File: config.mk
export PLATFORM = sky130hd
export DESIGN_NAME = memory_bus_arbiter_flat
export DESIGN_NICKNAME = d
export VERILOG_FILES = /design/src/rtl/generic_bus_if.sv /design/src/rtl/memory_bus_arbiter.sv /design/src/flat_wrapper.sv
export SDC_FILE = /design/constraint.sdc
export NUM_CORES = 1
export LEC_CHECK = 0
export ABC_AREA = 1
export CAP_MARGIN = 40
export CORE_AREA = 2 2 160 162
export CTS_CLUSTER_DIAMETER = 60
export DETAILED_ROUTE_END_ITERATION = 7
export DIE_AREA = 0 0 162 164
export DONT_BUFFER_PORTS = 1
export SLEW_MARGIN = 0
export SYNTH_ARGS = -nofsm -noshare
export SYNTH_HDL_FRONTEND = slang
export SYNTH_SLANG_ARGS = --single-unit
File: constraint.sdc
create_clock -name CLK -period 3.46 [get_ports CLK]
set_input_delay 0.519 -clock CLK [delete_from_list [all_inputs] [get_ports CLK]]
set_output_delay 0.519 -clock CLK [all_outputs]
set_load 0.01 [all_outputs]
File: src/rtl/generic_bus_if.sv
// generic_bus_if
// Simple request/response memory bus shared by the caches, the page walker
// and the bus controller.
//   addr, wdata, byte_en, ren, wen : request, driven by the requester
//   rdata, busy                    : response, driven by the responder
// A requester holds its request stable until it sees busy=0. That cycle is
// the completion cycle.
// Modports:
//   generic_bus : responder view (the side that serves a requester)
//   cpu         : requester view (the side that issues requests)
interface generic_bus_if;
  logic [31:0] addr;
  logic [31:0] wdata;
  logic [31:0] rdata;
  logic [3:0]  byte_en;
  logic        ren;
  logic        wen;
  logic        busy;

  modport generic_bus (
    input  addr, wdata, byte_en, ren, wen,
    output rdata, busy
  );

  modport cpu (
    output addr, wdata, byte_en, ren, wen,
    input  rdata, busy
  );
endinterface

File: src/rtl/memory_bus_arbiter.sv
// memory_bus_arbiter
// Merges the icache (index 0), dcache (index 1) and page-walker (index 2)
// requesters onto one downstream memory bus. Each grant is held until the
// transaction completes or the owner withdraws its request. Priority is fixed
// (pw > dcache > icache). A starvation guard lets a waiting icache request win
// once STARVE_LIMIT foreign transactions have completed in front of it.
// Ports:
//   CLK, RST       : clock (rising edge), asynchronous active-high reset
//   pw_req_if      : page-walker requester
//   dcache_req_if  : dcache requester
//   icache_req_if  : icache requester
//   mem_if         : downstream memory bus
//   grant          : current owner index, 3 when the bus is idle
module memory_bus_arbiter #(
  parameter int STARVE_LIMIT = 4
) (
  input  logic               CLK,
  input  logic               RST,
  generic_bus_if.generic_bus pw_req_if,
  generic_bus_if.generic_bus dcache_req_if,
  generic_bus_if.generic_bus icache_req_if,
  generic_bus_if.cpu         mem_if,
  output logic [1:0]         grant
);
  // A zero limit disables the guard; keep the counter at least one bit wide.
  localparam int               CNT_W   = (STARVE_LIMIT > 0) ? $clog2(STARVE_LIMIT + 1) : 1;
  localparam logic [CNT_W-1:0] CNT_MAX = CNT_W'(STARVE_LIMIT);
  localparam logic [1:0]       IDX_I   = 2'd0;
  localparam logic [1:0]       IDX_D   = 2'd1;
  localparam logic [1:0]       IDX_P   = 2'd2;
  localparam logic [1:0]       NONE    = 2'd3;

  typedef enum logic {IDLE, OWN} state_t;

  state_t           state, state_next;
  logic [1:0]       owner, owner_next;
  logic [CNT_W-1:0] starve_cnt, starve_cnt_next;

  logic [2:0]  req;
  logic [31:0] own_addr;
  logic [31:0] own_wdata;
  logic [3:0]  own_byte_en;
  logic        own_ren;
  logic        own_wen;
  logic        owner_req;
  logic        completion;
  logic        guard_hit;
  logic [2:0]  busy_vec;
  logic [31:0] rdata_vec [3];

  assign req = {pw_req_if.ren     | pw_req_if.wen,
                dcache_req_if.ren | dcache_req_if.wen,
                icache_req_if.ren | icache_req_if.wen};

  // Owner's request mux. Everything is zero while idle, so the memory side
  // sees ren=wen=0 whenever there is no owner.
  always_comb begin
    own_addr    = '0;
    own_wdata   = '0;
    own_byte_en = '0;
    own_ren     = 1'b0;
    own_wen     = 1'b0;
    if (state == OWN) begin
      case (owner)
        IDX_I: begin
          own_addr    = icache_req_if.addr;
          own_wdata   = icache_req_if.wdata;
          own_byte_en = icache_req_if.byte_en;
          own_ren     = icache_req_if.ren;
          own_wen     = icache_req_if.wen;
        end
        IDX_D: begin
          own_addr    = dcache_req_if.addr;
          own_wdata   = dcache_req_if.wdata;
          own_byte_en = dcache_req_if.byte_en;
          own_ren     = dcache_req_if.ren;
          own_wen     = dcache_req_if.wen;
        end
        IDX_P: begin
          own_addr    = pw_req_if.addr;
          own_wdata   = pw_req_if.wdata;
          own_byte_en = pw_req_if.byte_en;
          own_ren     = pw_req_if.ren;
          own_wen     = pw_req_if.wen;
        end
        default: ;
      endcase
    end
  end

  assign mem_if.addr    = own_addr;
  assign mem_if.wdata   = own_wdata;
  assign mem_if.byte_en = own_byte_en;
  assign mem_if.ren     = own_ren;
  assign mem_if.wen     = own_wen;

  // owner_req is only ever set while owned, so completion implies OWN.
  assign owner_req  = own_ren | own_wen;
  assign completion = owner_req & ~mem_if.busy;
  assign guard_hit  = (STARVE_LIMIT != 0) && (starve_cnt == CNT_MAX) && req[0];

  // Responses: only the owner sees the memory side. Non-owner outputs depend
  // on registered state alone, which keeps requesters isolated from each other.
  genvar gi;
  generate
    for (gi = 0; gi < 3; gi++) begin : g_resp
      logic is_owner;
      assign is_owner      = (state == OWN) && (owner == 2'(gi));
      assign busy_vec[gi]  = is_owner ? mem_if.busy : 1'b1;
      assign rdata_vec[gi] = is_owner ? mem_if.rdata : '0;
    end
  endgenerate

  assign icache_req_if.busy  = busy_vec[0];
  assign dcache_req_if.busy  = busy_vec[1];
  assign pw_req_if.busy      = busy_vec[2];
  assign icache_req_if.rdata = rdata_vec[0];
  assign dcache_req_if.rdata = rdata_vec[1];
  assign pw_req_if.rdata     = rdata_vec[2];

  assign grant = (state == OWN) ? owner : NONE;

  // Every grant ends in IDLE for at least one cycle, even when the finishing
  // master already holds its next request.
  always_comb begin
    state_next = state;
    owner_next = owner;
    case (state)
      IDLE: begin
        if (|req) begin
          state_next = OWN;
          if (guard_hit)   owner_next = IDX_I;
          else if (req[2]) owner_next = IDX_P;
          else if (req[1]) owner_next = IDX_D;
          else             owner_next = IDX_I;
        end
      end
      OWN: begin
        if (!owner_req || completion) state_next = IDLE;
      end
      default: state_next = IDLE;
    endcase
  end

  // Counts foreign completions that an active icache request has sat through.
  always_comb begin
    starve_cnt_next = starve_cnt;
    if (!req[0]) begin
      starve_cnt_next = '0;
    end else if (completion) begin
      if (owner == IDX_I)            starve_cnt_next = '0;
      else if (starve_cnt != CNT_MAX) starve_cnt_next = starve_cnt + 1'b1;
    end
  end

  always_ff @(posedge CLK or posedge RST) begin
    if (RST) begin
      state      <= IDLE;
      owner      <= IDX_I;
      starve_cnt <= '0;
    end else begin
      state      <= state_next;
      owner      <= owner_next;
      starve_cnt <= starve_cnt_next;
    end
  end
endmodule

File: src/flat_wrapper.sv
// flat-port wrapper written by rule: the top's interface ports become plain ports
module memory_bus_arbiter_flat 
#(
  parameter int STARVE_LIMIT = 4
)
  (CLK, RST, grant, pw_req_if_addr, pw_req_if_wdata, pw_req_if_byte_en, pw_req_if_ren, pw_req_if_wen, pw_req_if_rdata, pw_req_if_busy, dcache_req_if_addr, dcache_req_if_wdata, dcache_req_if_byte_en, dcache_req_if_ren, dcache_req_if_wen, dcache_req_if_rdata, dcache_req_if_busy, icache_req_if_addr, icache_req_if_wdata, icache_req_if_byte_en, icache_req_if_ren, icache_req_if_wen, icache_req_if_rdata, icache_req_if_busy, mem_if_addr, mem_if_wdata, mem_if_byte_en, mem_if_ren, mem_if_wen, mem_if_rdata, mem_if_busy);
  generic_bus_if pw_req_if_i ();
  generic_bus_if dcache_req_if_i ();
  generic_bus_if icache_req_if_i ();
  generic_bus_if mem_if_i ();
  input  logic CLK;
  input  logic RST;
  output logic [1:0] grant;
  input wire logic [$bits(pw_req_if_i.addr)-1:0] pw_req_if_addr;
  input wire logic [$bits(pw_req_if_i.wdata)-1:0] pw_req_if_wdata;
  input wire logic [$bits(pw_req_if_i.byte_en)-1:0] pw_req_if_byte_en;
  input wire logic [$bits(pw_req_if_i.ren)-1:0] pw_req_if_ren;
  input wire logic [$bits(pw_req_if_i.wen)-1:0] pw_req_if_wen;
  output wire logic [$bits(pw_req_if_i.rdata)-1:0] pw_req_if_rdata;
  output wire logic [$bits(pw_req_if_i.busy)-1:0] pw_req_if_busy;
  input wire logic [$bits(dcache_req_if_i.addr)-1:0] dcache_req_if_addr;
  input wire logic [$bits(dcache_req_if_i.wdata)-1:0] dcache_req_if_wdata;
  input wire logic [$bits(dcache_req_if_i.byte_en)-1:0] dcache_req_if_byte_en;
  input wire logic [$bits(dcache_req_if_i.ren)-1:0] dcache_req_if_ren;
  input wire logic [$bits(dcache_req_if_i.wen)-1:0] dcache_req_if_wen;
  output wire logic [$bits(dcache_req_if_i.rdata)-1:0] dcache_req_if_rdata;
  output wire logic [$bits(dcache_req_if_i.busy)-1:0] dcache_req_if_busy;
  input wire logic [$bits(icache_req_if_i.addr)-1:0] icache_req_if_addr;
  input wire logic [$bits(icache_req_if_i.wdata)-1:0] icache_req_if_wdata;
  input wire logic [$bits(icache_req_if_i.byte_en)-1:0] icache_req_if_byte_en;
  input wire logic [$bits(icache_req_if_i.ren)-1:0] icache_req_if_ren;
  input wire logic [$bits(icache_req_if_i.wen)-1:0] icache_req_if_wen;
  output wire logic [$bits(icache_req_if_i.rdata)-1:0] icache_req_if_rdata;
  output wire logic [$bits(icache_req_if_i.busy)-1:0] icache_req_if_busy;
  output wire logic [$bits(mem_if_i.addr)-1:0] mem_if_addr;
  output wire logic [$bits(mem_if_i.wdata)-1:0] mem_if_wdata;
  output wire logic [$bits(mem_if_i.byte_en)-1:0] mem_if_byte_en;
  output wire logic [$bits(mem_if_i.ren)-1:0] mem_if_ren;
  output wire logic [$bits(mem_if_i.wen)-1:0] mem_if_wen;
  input wire logic [$bits(mem_if_i.rdata)-1:0] mem_if_rdata;
  input wire logic [$bits(mem_if_i.busy)-1:0] mem_if_busy;
  assign pw_req_if_i.addr = pw_req_if_addr;
  assign pw_req_if_i.wdata = pw_req_if_wdata;
  assign pw_req_if_i.byte_en = pw_req_if_byte_en;
  assign pw_req_if_i.ren = pw_req_if_ren;
  assign pw_req_if_i.wen = pw_req_if_wen;
  assign pw_req_if_rdata = pw_req_if_i.rdata;
  assign pw_req_if_busy = pw_req_if_i.busy;
  assign dcache_req_if_i.addr = dcache_req_if_addr;
  assign dcache_req_if_i.wdata = dcache_req_if_wdata;
  assign dcache_req_if_i.byte_en = dcache_req_if_byte_en;
  assign dcache_req_if_i.ren = dcache_req_if_ren;
  assign dcache_req_if_i.wen = dcache_req_if_wen;
  assign dcache_req_if_rdata = dcache_req_if_i.rdata;
  assign dcache_req_if_busy = dcache_req_if_i.busy;
  assign icache_req_if_i.addr = icache_req_if_addr;
  assign icache_req_if_i.wdata = icache_req_if_wdata;
  assign icache_req_if_i.byte_en = icache_req_if_byte_en;
  assign icache_req_if_i.ren = icache_req_if_ren;
  assign icache_req_if_i.wen = icache_req_if_wen;
  assign icache_req_if_rdata = icache_req_if_i.rdata;
  assign icache_req_if_busy = icache_req_if_i.busy;
  assign mem_if_addr = mem_if_i.addr;
  assign mem_if_wdata = mem_if_i.wdata;
  assign mem_if_byte_en = mem_if_i.byte_en;
  assign mem_if_ren = mem_if_i.ren;
  assign mem_if_wen = mem_if_i.wen;
  assign mem_if_i.rdata = mem_if_rdata;
  assign mem_if_i.busy = mem_if_busy;
  memory_bus_arbiter #(.STARVE_LIMIT(STARVE_LIMIT)) u_core (.CLK(CLK), .RST(RST), .pw_req_if(pw_req_if_i), .dcache_req_if(dcache_req_if_i), .icache_req_if(icache_req_if_i), .mem_if(mem_if_i), .grant(grant));
endmodule
Word level (Yosys, flattened, before mapping) --
Index checks and enable logic that the tools add are counted.
Storage, ports and cells: flip-flop bits (word level) 6, input port bits 245, output and inout bits 171, logic and storage cells 54
Cells by class: add/subtract/negate cells 1, equal/unequal tests 6, muxes and demuxes 27, bitwise operators 7, reductions and logical operators 10
Operator list (number):
- $pmux 32 s3 | 2
- $mux 32 | 5
- $mux 3 | 4
- $pmux 4 s3 | 1
- $mux 1 | 8
- $mux 2 | 3
- $ne 3x3->1 const B | 2
- $pmux 1 s3 | 2
- $logic_and 1x1->1 | 4
- $mux 4 | 1
- $or 1x1->1 | 4
- $reduce_and 2->1 | 2
- $add 3x1->3 const B | 1
- $eq 3x3->1 const B | 1
- $reduce_or 3->1 | 1
- $eq 2x1->1 const B | 1
- $eq 2x2->1 const B | 1
- $logic_not 2->1 | 1
- $ne 2x2->1 const B | 1
- $not 1->1 | 2
- $pmux 1 s2 | 1
- $and 1x1->1 | 1
- $logic_not 1->1 | 1
- $logic_or 1x1->1 | 1

Depth between registers and ports, before layout --
Gate-level depths: netlist of run 1.
word-level depth 8, mapped depth 11, mapped depth without buffers 10

Least setup slack after synthesis of run 1 --
Ideal clock, no wire load.
path kind register -> output, start register u_core.owner[1], end output mem_if_addr[1], arrival time 1.280 ns, data required time 2.941 ns, setup slack 1.661 ns, stages on the path, launching flop included 9, cell sequence dfrtp_1 buf_2 nor2_4 buf_2 buf_4 nand2_1 nand3_1 nand2_1 inv_1
Between the ends: word-level cells in the longest chain between the ends 3, elaborated cells on any way between the ends 5, classes of those cells 2 x eq/ne; 2 x mux; 1 x reduce/logical
Ends and longest elaborated chain:
- from (decl) | RTL line memory_bus_arbiter.sv:36 | logic [1:0] owner, owner_next;
- from (signal assigned) | RTL line memory_bus_arbiter.sv:163 | owner <= owner_next;
- $eq 2x2->1, or another cell as far along | RTL line memory_bus_arbiter.sv:64 | case (owner)
- $pmux 32 s3 * | RTL line memory_bus_arbiter.sv:64
- $mux 32 * | RTL line memory_bus_arbiter.sv:63 | if (state == OWN) begin
- to (decl) | RTL line flat_wrapper.sv:35 | output wire logic [$bits(mem_if_i.addr)-1:0] mem_if_addr;
Every way passes the cells marked *; elsewhere a longest branch is shown, timed or not.

Worst setup path after layout of run 1 --
start register u_core.owner[0], end output mem_if_wdata[0]
Between the ends: word-level cells in the longest chain between the ends 3, elaborated cells on any way between the ends 5, classes of those cells 2 x eq/ne; 2 x mux; 1 x reduce/logical
Ends and longest elaborated chain:
- $eq 2x2->1, or another cell as far along | RTL line memory_bus_arbiter.sv:64
- $pmux 32 s3 * | RTL line memory_bus_arbiter.sv:64
- $mux 32 * | RTL line memory_bus_arbiter.sv:63
- to (decl) | RTL line flat_wrapper.sv:36 | output wire logic [$bits(mem_if_i.wdata)-1:0] mem_if_wdata;
Marks and branches as above.

==> run_results.csv, run 1 <==
group,metric,value,unit
routing,route.detailed.drc,0,
timing,fin_ws,0.826,ns
yosys,syn_area,0.00279,mm²
pwr,comb_power_share,86.5,%
placed_design,placed_area,0.00307,mm²
pwr,p_switching,0.00193,W
status,status,"finished, final reports clean",
finish,nets,870,
min_path,hp-class,"input port to async pin",
cts,clock-sinks,6,
critical_path,required,2.94,ns
critical_path,critPathCaptureType,"primary output",
yosys,synth-seq-cells,6,
timing,finalSetupViolCount,0,
yosys,yosys.area.top_type,"nand2_1",
timing,slew_violations,0,
routing,num_vias,3922,
cts,cts_made_buffers,3,
timing,tns,0,ns
cts,tritoncts,"yes",
critical_path,rrSetupSlack,1.33,ns
placed_design,dp.cells,948,
yosys,yosysTopAreaCellShare,39.9,%
routing,firstDrtPassIters,6,
floorplan,die-height,164,µm
timing,finalHoldViolations,0,
routing,drtAntennaViolNets,0,
yosys,synth_top_flop_cell,"dfrtp_1",
cts,postCtsSetupBuffers,0,
global_route,grt_pass1_vias,3187,
pwr,power.internal,0.000814,W
cts,clk_pin_slew,0.03,ns
pwr,seqPwrFrac,6.6,%
yosys,synthTopCellsByArea,"nand2_1, inv_1, nand3_1",
yosys,syn_inst,651,
yosys,synthSimpleGateAreaFrac,69.8,%
global_route,antenna_found_initial,0,
placed_design,place_ws,1.04,ns
timing,worstMarginPinSlew,0.979,ns
critical_path,cp.arrival,2.11,ns
floorplan,fp-row-count,58,
placed_design,io_buffers,0,
pwr,powerDensity,873,mW/mm²
floorplan,ios,416,
routing,wl_per_cell,13.0,µm
timing,max_slew_margin,34.6,%
yosys,synth-compound-area-share,0.807,%
global_route,grt_overflow,0,
timing,rsz0062_at_grt,"no",
global_route,grt_max_degree,72,
yosys,synth_top_family_by_area,"simple AND/OR/NAND/NOR gates",
yosys,synth_cell_types,20,
timing,fin_crit_sh,76.1,%
yosys,synthMuxAreaShare,0,%
cts,cts_htree_levels,1,
yosys,synth-adder-area-share,0.896,%
timing,final.setup_skew,0.00362,ns
pwr,p_sw_share,70.4,%
cts,cts_max_path_buffers,2,
floorplan,die_w,162,µm
floorplan,initial_core_util,11.2,%
finish,instances_no_fill,953,
cts,cts-root-buf,"clkbuf_16",
global_route,grt_pass1_wl,16400,µm
yosys,ys_warn_count,0,
routing,drtIter0Drc,332,
flow_run,maxCapViolCount,0,
routing,vias_per_cell,4.12,
pwr,power.share.clock,6.9,%
placed_design,place_congestion,0.855,
floorplan,die_area,0.0266,mm²
timing,whs,0.101,ns
finish,syn2layout_area_growth,12.8,%
routing,routed_wl,12400,µm
critical_path,critPathKind,"flop to primary output",
yosys,synth-xor-area-share,0.314,%
critical_path,crit_path_start_kind,"flop",
pwr,power.leakage,1.99,nW
yosys,synth-edff-count,0,
placed_design,hpwl,10200,µm
cts,clk-insertion-delay-late,0.23,ns
pwr,vdd_drop_max,0.365,mV
yosys,async_flop_share,100,%
cts,ctsResizeCount,0,
yosys,yosysSeqAreaShare,5.38,%
critical_path,critical_path_peak_fanout,43,
yosys,syn_nets,898,
finish,fin_area,0.00315,mm²
yosys,synth.avg_cell_area,4.29,µm²
floorplan,core_area,0.0248,mm²
timing,finalCriticalPeriod,2.63,ns
timing,fmax,0.380,GHz
cts,hold_buffers,0,
global_route,grt_use_total,7.78,%
finish,drive_above_1_share,3.05,%
routing by layer:
| layer | global-route usage [%] | vias up | routed length (µm) |
|---|---|---|---|
| met4 | 2.25 | 0 | 242 |
| met2 | 13.0 | 318 | 5700 |
| met1 | 10.0 | 1750 | 5250 |
| met5 | 0 | - | 0 |
| met3 | 1.79 | 24 | 1250 |
| li1 | - | 1830 | - |
flip-flops by register name, indices dropped and copies added, names as in the netlist:
register and flops:
u_core.owner 2, u_core.starve_cnt 3, u_core.state 1
per-stage QoR:
stage	power (W)	utilization (%)
2_1_floorplan	0.00215	-
3_3_place_gp	0.00249	12.2
3_5_place_dp	0.00256	12.4
4_1_cts	0.00276	12.7
5_1_grt	0.00307	12.7
6_report	0.00275	12.7
critical path, stage by stage (launching register included):
cell and delay, ns:
dfrtp_1 0.44, inv_2 0.15, nand2_1 0.09, inv_2 0.24, buf_4 0.43, nand2_1 0.18
nand3_1 0.11, nand2_1 0.06, inv_1 0.12
cells in the mapped netlist, types with 3 or more instances:
master and count:
or2_2 3, buf_2 19, nand2_1 297, nor2_1 102
buf_1 4, nand3_1 78, dfrtp_1 6, buf_4 5
inv_1 113, clkbuf_1 9
cells by family after synthesis:
family	count (synthesis)
xor+xnor	1
buf+inv	154
fa+ha+maj	2
simple gates	485
flops	6
compound gates	3
placed cells by master (no fill, tap or decap), drive strengths merged:
cell type  count
diode          1
nand2        298
nand3b         1
ha             2
nand4          1
nor2         104
xnor2          1
or2            3
clkbuf         4
buf            6
o31ai          1
nand3         78
o21ai          2
inv          115
dfrtp          6
layout make-up:
| cell class | instances | area [µm²] |
|---|---|---|
| flip-flops and latches | 6 | 151 |
| repair buffers | 6 | 65.1 |
| multi-input cells | 491 | 2010 |
| fillers | 2912 | 21700 |
| clock buffers | 4 | 78.8 |
| well taps | 330 | 413 |
| inverters | 115 | 432 |
| diodes | 1 | 2.50 |
power groups by stage:
stage,combinational [W],sequential [W],clock (W)
detailed placement,0.00238,0.000184,0
CTS,0.00238,0.000184,0.000195
global route,0.00268,0.000189,0.000201
global placement,0.00231,0.000180,0
finish,0.00238,0.000181,0.000190
floorplan,0.00204,0.000117,0
final timing paths:
| path | from | endpoint | depth (start not counted) |
|---|---|---|---|
| max | u_core.owner[0] | mem_if_wdata[0] | 8 |
| min | RST | u_core.owner[0] | 1 |
| max reg2reg | u_core.owner[1] | u_core.starve_cnt[1] | 11 |
| min reg2reg | u_core.starve_cnt[1] | u_core.starve_cnt[1] | 2 |
| max in group asynchronous | RST | u_core.state | 1 |
| min in group CLK | mem_if_busy | u_core.state | 2 |
Note: power is estimated with default switching activity, not from simulation.
==> run 2: changes to the inputs <==
==> constraint.sdc (replaced) <==
create_clock -name CLK -period 2.69 [get_ports CLK]
set_input_delay 0.4035 -clock CLK [delete_from_list [all_inputs] [get_ports CLK]]
set_output_delay 0.4035 -clock CLK [all_outputs]
set_load 0.01 [all_outputs]
==> run 2 against run 1 <==
Clock power rose by 29%; die area did not move; flip-flop and latch count did not move; combinational power rose by 35%; sequential share of layout area fell by 0.13 points; setup slack got worse by 0.51 ns.
==> run_results.csv, run 2 (synthesis results as in run 1) <==
group,metric,value,unit
routing,wl_per_cell,12.8,µm
routing,firstDrtPassIters,5,
min_path,hp-class,"input port to flop",
critical_path,critPathCaptureType,"primary output",
routing,route.detailed.drc,0,
critical_path,required,2.29,ns
critical_path,worstRegToRegCells,11,
global_route,grt_use_total,7.92,%
floorplan,fp-row-count,58,
timing,finalCriticalPeriod,2.38,ns
pwr,power.internal,0.00115,W
finish,reg_top3,"u_core.starve_cnt: 3 flops, u_core.owner: 2 flops, u_core.state: 1 flops",
status,status,"finished, final reports clean",
pwr,p_switching,0.00249,W
critical_path,critical_path_peak_fanout,50,
finish,regArea,151,µm²
global_route,grt_overflow,0,
floorplan,die_w,162,µm
finish,nets,875,
routing,routed_wl,12200,µm
cts,ctsResizeCount,0,
routing,num_vias,3957,
routing,drtIter0Drc,347,
cts,cts_htree_levels,1,
critical_path,cp_common_cell,"nand2_1",
finish,final_cell_mix,"nand2_1, inv_1, nor2_1, nand3_1, buf_4",
pwr,powerDensity,1130,mW/mm²
timing,fmax,0.421,GHz
timing,finalHoldViolations,0,
cts,tritoncts,"yes",
timing,fin_crit_sh,88.4,%
critical_path,slowest_delay,0.45,ns
critical_path,cp.arrival,1.97,ns
timing,worstMarginPinSlew,0.578,ns
timing,whs,0.318,ns
placed_design,place_ws,0.591,ns
placed_design,io_buffers,0,
timing,finalSetupViolCount,0,
placed_design,place_congestion,0.862,
floorplan,initial_core_util,11.2,%
finish,syn2layout_area_growth,15.8,%
timing,rsz0062_at_grt,"no",
placed_design,hpwl,10300,µm
cts,clock-sinks,6,
placed_design,placed_area,0.00314,mm²
global_route,antenna_found_initial,3,
global_route,grt_max_degree,69,
finish,largest-register,"u_core.starve_cnt",
floorplan,core_area,0.0248,mm²
global_route,grt_pass1_wl,16600,µm
pwr,power.leakage,2.03,nW
critical_path,crit_path_start_kind,"flop",
min_path,min_path_cells,2,
pwr,comb_power_share,88.1,%
critical_path,path_cells,"inv_2, nand2_1, inv_2, buf_4, nand2_1, nand3_1, nand2_1, inv_1",
timing,tns,0,ns
finish,final_util,13.0,%
timing,fin_ws,0.313,ns
finish,fillers,2892,
cts,postCtsSetupBuffers,0,
finish,multi_input_area,0.00201,mm²
routing,vias_per_cell,4.13,
timing,slew_violations,0,
pwr,seqPwrFrac,5.2,%
global_route,grt_pass1_vias,3254,
finish,largest_register_ffs,3,
cts,cts_made_buffers,3,
floorplan,die_area,0.0266,mm²
timing,final.setup_skew,0.000488,ns
timing,max_slew_margin,61.5,%
flow_run,maxCapViolCount,0,
cts,clk-insertion-delay-late,0.22,ns
pwr,power.share.clock,6.8,%
routing,drtAntennaViolNets,0,
pwr,vdd_drop_max,0.531,mV
cts,cts-root-buf,"clkbuf_16",
critical_path,slowest_stage,"dfrtp_1",
floorplan,ios,416,
pwr,p_sw_share,68.4,%
cts,clk_pin_slew,0.03,ns
floorplan,die-height,164,µm
finish,fin_area,0.00323,mm²
critical_path,critPathKind,"flop to primary output",
cts,cts_max_path_buffers,2,
finish,drive_above_1_share,3.67,%
finish,final_common_cell,"nand2_1",
## run 2: critical path: cells and delay by family (launching register included)
kind	cells	cell delay [ns]
simple gates	4	0.46
buf+inv	4	0.77
flops	1	0.45
## run 2: per-stage QoR
stage / power (W) / instances
global placement: 0.00324 / 950
global route: 0.00407 / 957
CTS: 0.00365 / 957
detailed placement: 0.00339 / 952
finish: 0.00364 / 958
floorplan: 0.00277 / 651
## run 2: power by group through the flow
stage | Sequential [W] | Clock (W) | Combinational, W
after detailed placement | 0.000189 | 0 | 0.00320
after global routing | 0.000194 | 0.000260 | 0.00362
after global placement | 0.000184 | 0 | 0.00306
final | 0.000188 | 0.000246 | 0.00321
after floorplan | 0.000151 | 0 | 0.00262
after CTS | 0.000188 | 0.000250 | 0.00321
## run 2: per-layer routing
layer	part of all wire [%]	wire length [µm]	vias to the layer above	GRT usage, %
met5	0.25	31	-	0
met3	12	1430	26	2.47
li1	-	-	1843	-
met2	46	5590	338	12.9
met4	2.0	247	4	2.57
met1	40	4950	1746	9.98
## run 2: what timing repair did
action                                 in CTS  in global routing
hold buffers                                1                  0
setup endpoints to repair                   0                  0
endpoints found under the hold margin       6                  0
## run 2: final cells by class
cell class / instances / area share, %
repair buffers: 11 / 4.64
clock buffers: 4 / 2.44
flip-flops and latches: 6 / 4.68
multi-input cells: 491 / 62.0
inverters: 115 / 13.4
diodes: 1 / 0.0774
well taps: 330 / 12.8
## run 2: worst paths after layout
path	start	end	slack, ns
worst max-delay path	u_core.owner[0]	mem_if_wdata[0]	0.31
worst min-delay path	mem_if_busy	u_core.state	0.32
worst max register to register	u_core.owner[1]	u_core.starve_cnt[1]	0.93
worst min register to register	u_core.starve_cnt[1]	u_core.starve_cnt[1]	0.51
max in group asynchronous	RST	u_core.state	1.93
min in group asynchronous	RST	u_core.starve_cnt[0]	0.54
==> run 3: changes to the inputs <==
==> constraint.sdc (replaced) <==
create_clock -name CLK -period 2.69 [get_ports CLK]
set_input_delay 0.538 -clock CLK [delete_from_list [all_inputs] [get_ports CLK]]
set_output_delay 0.538 -clock CLK [all_outputs]
set_load 0.01 [all_outputs]
==> run 3 against run 2 <==
Via count did not move; register-to-register slack improved by 0.03 ns; clock power rose by 2%; first-iteration DRC count rose by 20%; non-clock buffer count rose by 1; critical endpoint is now dcache_req_if_rdata[5]; highest routed layer is now met4.
==> run_results.csv, run 3 (synthesis results as in run 1) <==
group,metric,value,unit
routing,route.detailed.drc,0,
global_route,grt_use_total,7.72,%
routing,drtAntennaViolNets,0,
placed_design,dp.cells,953,
flow_run,maxCapViolCount,0,
critical_path,cp_num_buf_inv,3,
floorplan,die_area,0.0266,mm²
routing,num_vias,3957,
routing,routed_wl,12400,µm
finish,syn2layout_area_growth,16.2,%
placed_design,io_buffers,0,
global_route,grt_max_degree,69,
placed_design,place_congestion,0.869,
critical_path,critPathKind,"flop to primary output",
timing,fmax,0.387,GHz
finish,reg_top3,"u_core.starve_cnt: 3 flops, u_core.owner: 2 flops, u_core.state: 1 flops",
status,status,"finished, final reports clean",
global_route,grt_overflow,0,
critical_path,critPathTopFamily,"simple AND/OR/NAND/NOR gates",
finish,instances_no_fill,960,
pwr,power.leakage,2.03,nW
critical_path,worstRegToRegCells,11,
timing,finalCriticalPeriod,2.58,ns
finish,drive_above_1_share,4.45,%
finish,multi_input_area,0.00201,mm²
cts,clk_pin_slew,0.04,ns
finish,final_util,13.1,%
critical_path,path_cells,"inv_1, nand2_1, nor2_2, clkinvlp_4, buf_4, nor2_1",
pwr,vdd_drop_max,0.496,mV
floorplan,fp-row-count,58,
critical_path,worstReg2RegEnd,"u_core.starve_cnt[1]",
timing,final.setup_skew,0.00366,ns
timing,worstMarginPinSlew,0.550,ns
global_route,antenna_found_initial,1,
cts,clk-insertion-delay-late,0.23,ns
routing,vias_per_cell,4.12,
critical_path,cp.arrival,2.04,ns
timing,finalSetupViolCount,0,
cts,cts_htree_levels,1,
finish,fillers,2860,
pwr,powerDensity,1140,mW/mm²
routing,firstDrtPassIters,8,
critical_path,required,2.15,ns
cts,cts-root-buf,"clkbuf_16",
timing,finalHoldViolations,0,
finish,largest_register_ffs,3,
cts,clock-sinks,6,
timing,max_slew_margin,63.3,%
finish,nets,877,
floorplan,die_w,162,µm
finish,final_cell_mix,"nand2_1, inv_1, nor2_1, nand3_1, buf_4",
critical_path,reg2reg_from,"u_core.owner[1]",
routing,drtIter0Drc,415,
critical_path,rrSetupSlack,0.96,ns
global_route,grt_pass1_vias,3169,
floorplan,die-height,164,µm
min_path,hp-class,"input port to async pin",
critical_path,critPathCaptureType,"primary output",
floorplan,initial_core_util,11.2,%
cts,hold_buffers,0,
cts,cts_max_path_buffers,2,
floorplan,ios,416,
critical_path,crit_path_start_kind,"flop",
routing,wl_per_cell,12.9,µm
cts,cts_made_buffers,3,
timing,fin_crit_sh,96.0,%
cts,tritoncts,"yes",
placed_design,hpwl,10200,µm
critical_path,critical_path_peak_fanout,8,
global_route,grt_pass1_wl,16300,µm
finish,largest-register,"u_core.starve_cnt",
floorplan,core_area,0.0248,mm²
timing,slew_violations,0,
finish,regArea,151,µm²
critical_path,slowest_delay,0.49,ns
critical_path,slowest_stage,"dfrtp_1",
finish,final_common_cell,"nand2_1",
==> run 3: cell types whose count changed in the layout (fill, tap and decap cells not counted), sizes merged <==
cell | before | now
dlygate4sd3 | 1 | 0
clkinvlp | 0 | 2
buf | 10 | 12
inv | 115 | 114
==> run 3: power by group <==
| part | total (W) | switching [W] | internal, W | leakage [nW] |
|---|---|---|---|---|
| sequential | 0.000192 | 0.0000633 | 0.000128 | 0.0753 |
| clock | 0.000250 | 0.0000534 | 0.000197 | 0.0382 |
| combinational | 0.00326 | 0.00242 | 0.000843 | 1.92 |
==> run 3: worst reg2reg max path, stage by stage (launching register included) <==
cell and delay [ns]:
dfrtp_1 0.49, nor2_4 0.18, buf_12 0.23, nand2_1 0.11, nand3_1 0.09, nand2_1 0.07
nand2_1 0.08, nand2_1 0.06, nand2_2 0.08, nand2_1 0.09, nand2_1 0.08, nand2_1 0.05
==> run 3: layer usage <==
layer  track usage, %  up-vias  wire [µm]
met5                0        -          0
met4             1.85        0        220
li1                 -     1850          -
met3             2.47       25       1670
met1             9.59     1749       4870
met2             13.0      333       5610
==> run 3: repair_timing <==
action,CTS,global route
resized for setup,0,3
endpoints found under the setup margin,0,8
buffers inserted,0,1
==> run 3: worst max-delay path by stage <==
stage / start / endpoint / slack (ns) / cells after the start
after floorplan: u_core.owner[1] / mem_if_addr[1] / 0.87 / 8
after global placement: u_core.owner[1] / dcache_req_if_rdata[29] / 0.45 / 6
final: u_core.owner[1] / dcache_req_if_rdata[5] / 0.11 / 6
after CTS: u_core.owner[1] / dcache_req_if_rdata[29] / 0.11 / 6
after detailed placement: u_core.owner[1] / dcache_req_if_rdata[29] / 0.36 / 6
after global routing: u_core.owner[1] / dcache_req_if_rdata[9] / -0.02 / 6
==> run 3: cell type report <==
cell class | count | share of cell area, %
timing repair inverter | 1 | 0.231
sequential | 6 | 4.67
inverter | 115 | 13.4
tap | 330 | 12.7
antenna | 1 | 0.0771
clock buffer | 4 | 2.43
multi-input combinational | 491 | 61.9
timing repair buffer | 12 | 4.55
==> run 3: per-stage QoR <==
stage          instance area [µm²]  hold slack, ns  TNS [ns]  total power (W)  setup slack [ns]
6_report                      3240           0.120         0          0.00370             0.109
5_1_grt                       3240           0.143   -0.0799          0.00410           -0.0224
4_1_cts                       3220           0.126         0          0.00368             0.114
3_5_place_dp                  3140           0.372         0          0.00341             0.365
3_3_place_gp                  3110           0.362         0          0.00329             0.453
2_1_floorplan                 2790           0.329         0          0.00277             0.872
